--- src/rtl/cache_controller.sv ---
// Direct-mapped write-back, write-allocate data cache controller.
// One 32-bit word per line; 4-state FSM for hit, write-back, refill.
module cache_controller #(
  parameter int ADDR_W   = 32,
  parameter int OFFSET_W = 2,
  parameter int IDX_W    = 5,
  parameter int DATA_W   = 32
) (
  input  logic              iCLK,
  input  logic              iRST_n,
  input  logic [ADDR_W-1:0] cpu2cache_addr,
  input  logic [DATA_W-1:0] cpu2cache_data_in,
  input  logic              cpu2cache_rw,
  input  logic              cpu2cache_valid,
  output logic [DATA_W-1:0] cache2cpu_data_out,
  output logic              cache2cpu_ready,
  output logic [ADDR_W-1:0] cache2mem_addr,
  output logic [DATA_W-1:0] cache2mem_data_out,
  output logic              cache2mem_MemWrite,
  output logic              cache2mem_MemRead,
  input  logic [DATA_W-1:0] mem2cache_data_in,
  input  logic              mem2cache_ready
);

  localparam int TAG_W = ADDR_W - IDX_W - OFFSET_W;
  localparam int LINES = 1 << IDX_W;
  localparam int LA_W  = ADDR_W - OFFSET_W;

  typedef enum logic [1:0] {
    IDLE,
    COMPARE,
    WRITE_BACK,
    ALLOCATE
  } state_t;

  state_t state, state_nx;

  logic [LA_W-1:0]   req_line;
  logic [DATA_W-1:0] req_data;
  logic              req_rw;

  logic [TAG_W-1:0]  tag_mem  [LINES];
  logic [DATA_W-1:0] data_mem [LINES];
  logic [LINES-1:0]  valid;
  logic [LINES-1:0]  dirty;

  logic [IDX_W-1:0]  idx;
  logic [TAG_W-1:0]  req_tag;
  logic              hit;
  logic              victim_dirty;
  logic              unused_offset;

  assign unused_offset = ^cpu2cache_addr[OFFSET_W-1:0];

  assign idx          = req_line[IDX_W-1:0];
  assign req_tag      = req_line[LA_W-1:IDX_W];
  assign hit          = valid[idx] && (tag_mem[idx] == req_tag);
  assign victim_dirty = valid[idx] && dirty[idx];

  always_comb begin
    state_nx = state;
    unique case (state)
      IDLE:       if (cpu2cache_valid) state_nx = COMPARE;
      COMPARE: begin
        if (hit)               state_nx = IDLE;
        else if (victim_dirty) state_nx = WRITE_BACK;
        else                   state_nx = ALLOCATE;
      end
      WRITE_BACK: if (mem2cache_ready) state_nx = ALLOCATE;
      ALLOCATE:   if (mem2cache_ready) state_nx = COMPARE;
      default:    state_nx = IDLE;
    endcase
  end

  // Memory-side outputs depend only on state and the captured request.
  always_comb begin
    cache2cpu_ready    = 1'b0;
    cache2mem_addr     = '0;
    cache2mem_data_out = '0;
    cache2mem_MemWrite = 1'b0;
    cache2mem_MemRead  = 1'b0;
    unique case (state)
      IDLE: cache2cpu_ready = 1'b1;
      WRITE_BACK: begin
        cache2mem_MemWrite = 1'b1;
        cache2mem_addr     = {tag_mem[idx], idx, {OFFSET_W{1'b0}}};
        cache2mem_data_out = data_mem[idx];
      end
      ALLOCATE: begin
        cache2mem_MemRead = 1'b1;
        cache2mem_addr    = {req_tag, idx, {OFFSET_W{1'b0}}};
      end
      default: ;
    endcase
  end

  always_ff @(posedge iCLK or posedge iRST_n) begin
    if (iRST_n) begin
      state              <= IDLE;
      req_line           <= '0;
      req_data           <= '0;
      req_rw             <= 1'b0;
      valid              <= '0;
      dirty              <= '0;
      cache2cpu_data_out <= '0;
    end else begin
      state <= state_nx;
      if (state == IDLE && cpu2cache_valid) begin
        req_line <= cpu2cache_addr[ADDR_W-1:OFFSET_W];
        req_data <= cpu2cache_data_in;
        req_rw   <= cpu2cache_rw;
      end
      if (state == COMPARE && hit) begin
        if (req_rw) dirty[idx] <= 1'b1;
        else        cache2cpu_data_out <= data_mem[idx];
      end
      if (state == ALLOCATE && mem2cache_ready) begin
        valid[idx] <= 1'b1;
        dirty[idx] <= 1'b0;
      end
    end
  end

  // Array contents need no reset; the valid bits gate them.
  always_ff @(posedge iCLK) begin
    if (state == COMPARE && hit && req_rw)
      data_mem[idx] <= req_data;
    if (state == ALLOCATE && mem2cache_ready) begin
      data_mem[idx] <= mem2cache_data_in;
      tag_mem[idx]  <= req_tag;
    end
  end

endmodule

--- config.mk ---
export PLATFORM = sky130hd
export DESIGN_NAME = cache_controller
export DESIGN_NICKNAME = d
export VERILOG_FILES = /design/src/rtl/cache_controller.sv
export SDC_FILE = /design/constraint.sdc
export NUM_CORES = 2
export LEC_CHECK = 0
export ABC_CLOCK_PERIOD_IN_PS = 5700
export BUFFER_PORTS_ARGS = -buffer_cell sky130_fd_sc_hd__buf_2
export CAP_MARGIN = 20
export CORE_ASPECT_RATIO = 0.6
export CORE_MARGIN = 1
export CORE_UTILIZATION = 62
export DETAILED_ROUTE_END_ITERATION = 10
export PLACE_DENSITY = 0.86
export SYNTH_ARGS = -nofsm -noshare
export SYNTH_HDL_FRONTEND = slang
export SYNTH_SLANG_ARGS = --single-unit
--- constraint.sdc ---
create_clock -name iCLK -period 5.7 [get_ports iCLK]
set_input_delay 0.855 -clock iCLK [delete_from_list [all_inputs] [get_ports iCLK]]
set_output_delay 0.855 -clock iCLK [all_outputs]
set_load 0.01 [all_outputs]
==> metrics.csv <==
stage,metric,value,unit
outcome,outcome,"finished, violations left",
outcome,failing checks,setup timing,
global_route,pin count of the biggest net entering global routing,117,
yosys,ys async rst share,8.11,%
worst_setup_path,"Arr. time, crit path",6.17,ns
routing,routed wl met3,36300,µm
clock_tree,worst skew pair latency,0.83,ns
clock_tree,"Reg clk slew, reported paths",0.07,ns
yosys,Synth cell types,59,
yosys,Yosys warnings,0,
routing,Antenna Nets Post-Route,0,
global_route,grt ovf,0,
finish,Nets,4290,
sta,setup TNS,-0.156,ns
routing,DR WL/cell,36.5,µm
routing,1st-iter DRT viols,7869,
yosys,Gate Count Post-Synth,3871,
worst_setup_path,Crit Path Class,reg -> reg,
sta,Hold WS,0.0256,ns
sta,Worst-Margin Slew,1.22,ns
yosys,largest area contributor in the netlist,edfxtp_1,
global_route,Total GRT Usage,34.6,%
worst_setup_path,crit end category,register,
yosys,sequential fraction of the synthesis area,76.2,%
global_route,vias in the first global route,42674,
power_and_ir_drop,Power Dens Cells,514,nW/µm²
yosys,Post-Synthesis Cell Area,77100,µm²
yosys,Yosys reg bits,1985,
sta,setup ws final,-0.0259,ns
routing,via count,43379,
clock_tree,Post-CTS Hold Buffers,0,
yosys,Synth area leaders,"edfxtp_1 71%, mux4_2 7.9%, mux2i_1 5.4%, dfrtp_1 5.2%, o22ai_1 1.6%",
floorplan,cell row count,99,
power_and_ir_drop,Total Power,44.9,mW
sta,Tmin final,5.73,ns
routing,met2 wire len,94700,µm
min_path,HP Class,in -> async,
worst_setup_path,Setup crit start kind,register,
finish,"most common cell after layout, fill and taps aside",edfxtp_1,
floorplan,Die ar.,126000,µm²
sta,Tcrit/Tclk final,100,%
sta,Final Max Tran Viols,0,
global_route,first-pass GRT wire length,304000,µm
yosys,top_reg_cell synth,edfxtp_1,
clock_tree,H-tree Lvls,4,
power_and_ir_drop,VDD IR max,0.000408,V
routing,Metal-1 WL,75600,µm
worst_setup_path,worst path buffer plus inverter count,4,
routing,DR top layer,met5,
floorplan,Die Span Y,275,µm
placed_design,Placer Congestion,0.875,
routing,First-pass DRT Iterations,6,
worst_setup_path,critical path required time,6.14,ns
finish,"commonest non-fill, non-tap cells in the layout","1824 x edfxtp_1, 414 x mux2i_1, 272 x mux4_2, 199 x o22ai_1, 195 x buf_2",
floorplan,I/O pin cnt,200,
sta,f_max,175,MHz
clock_tree,CTS tree,yes,
finish,Util after Layout,71.4,%
yosys,number of enable flip-flop cells after synthesis,1824,
routing,Detailed Route WL,217000,µm
clock_tree,clk root buf,clkbuf_16,
worst_setup_path,delay of the slowest critical-path stage,0.75,ns
yosys,top cell type's share of synthesized area,71.0,%
sta,final hold vios,0,
sta,relative slew slack,18.8,%
finish,final non-filler cell area,87400,µm²
clock_tree,clock buffer depth,3,
routing,drt drc,0,
finish,layout cell share with drive strength beyond 1,27.3,%
worst_setup_path,CP top delay family,simple AND/OR/NAND/NOR gates,
sta,Clock Skew,0.0347,ns
placed_design,number of I/O port buffers,195,
worst_setup_path,"slowest stage cell, crit path",dfrtp_2,
global_route,initial antenna violation count,10,
routing,vias per inst,7.29,
clock_tree,# clock sinks,1985,
floorplan,CORE AREA,123000,µm²
sta,Final Setup Violations,9,
floorplan,die width,457,µm
placed_design,placed cell areas,81700,µm²
worst_setup_path,most frequent CP cell,buf_4,
clock_tree,CTS buffer count,169,
placed_design,post-DP HPWL,118000,µm
floorplan,Initial Util,63.0,%
finish,Area Overhead vs Synth,13.3,%
yosys,Syn Area/Cell,19.9,µm²
run,Max Cap Violations,0,
worst_setup_path,crit-path max FO,20,
power_and_ir_drop,Static Leak,29.7,nW
worst_setup_path,crit-path cells,nand4bb_2 -> buf_4 -> o22ai_1 -> nor4_1 -> a21oi_1 -> nor4_1 -> buf_4 -> and4_1 -> nand4_2 -> buf_4 -> a21oi_4 -> buf_4,
==> repair_timing <==
item	CTS	global route
setup buffers	0	1
cloned	0	0
endpoints found under the setup margin	61	930
resized for setup	2	8
pin swaps	0	0
==> layout make-up <==
| cell class | instances | area [µm²] |
|---|---|---|
| Antenna cell | 2 | 5.00 |
| Multi-Input combinational cell | 1625 | 17900 |
| Tap cell | 1616 | 2020 |
| Clock buffer | 212 | 4560 |
| Fill cell | 6715 | 35100 |
| Timing Repair Buffer | 382 | 3000 |
| Inverter | 22 | 90.1 |
| Sequential cell | 1985 | 58800 |
| Clock inverter | 103 | 1040 |
==> metal layers <==
| layer | track usage [%] | up-vias |
|---|---|---|
| met5 | 0.110 | - |
| met3 | 11.4 | 669 |
| met4 | 15.2 | 8 |
| li1 | - | 16648 |
| met2 | 49.9 | 4209 |
| met1 | 49.0 | 21845 |
==> through the flow <==
stage / setup WS (ns) / std cells
final: -0.0259 / 5947
after global routing: -0.00645 / 5945
after detailed placement: -0.0269 / 5626
after floorplan: 0.497 / 3872
after global placement: 0.0518 / 5623
after CTS: 0.00431 / 5941
==> power breakdown <==
group	total (mW)	switching, mW	internal, mW
clock	11.9	5.39	6.46
sequential	19.6	0.834	18.7
combinational	13.5	8.60	4.90
total	44.9	14.8	30.1
==> kinds of logic (layout without fill, tap and decap cells) <==
family	count (synthesis)	in the layout	synth area share, %
DFF	1985	1985	76.2
muxes	799	799	15.0
AOI/OAI and AO/OA	489	489	4.39
and+or+nand+nor	329	329	2.69
buffers and inverters	262	719	1.56
adders and majority gates	4	4	0.0649
xor gates and xnor gates	2	2	0.0227
other	1	4	0.00486
==> registers in the layout, indices dropped and copies added (netlist names) <==
register / cells
req_line: 30
state: 2
cache2cpu_data_out: 32
tag_mem: 800
dirty: 32
valid: 32
req_data: 32
req_rw: 1
data_mem: 1024
==> cells in the mapped netlist, drive strengths merged, types with 48 or more instances <==
cell type  count
dfrtp        161
clkbuf       106
a22oi         48
edfxtp      1824
a22o          99
nor4          84
mux2i        414
buf          134
mux2         113
o22ai        200
mux4         272
a21oi         56
==> worst paths after layout <==
check,end,cells after the start,start,slack [ns]
max,data_mem[16][20],12,req_line[4],-0.03
max reg2reg,data_mem[16][20],12,req_line[4],-0.03
min,cache2cpu_data_out[18],2,iRST_n,0.03
max in group asynchronous,req_line[12],3,iRST_n,4.54
min in group iCLK,req_data[3],2,cpu2cache_data_in[3],0.26
min reg2reg,valid[3],1,valid[3],0.47
Power figures use the tool's default switching activity.
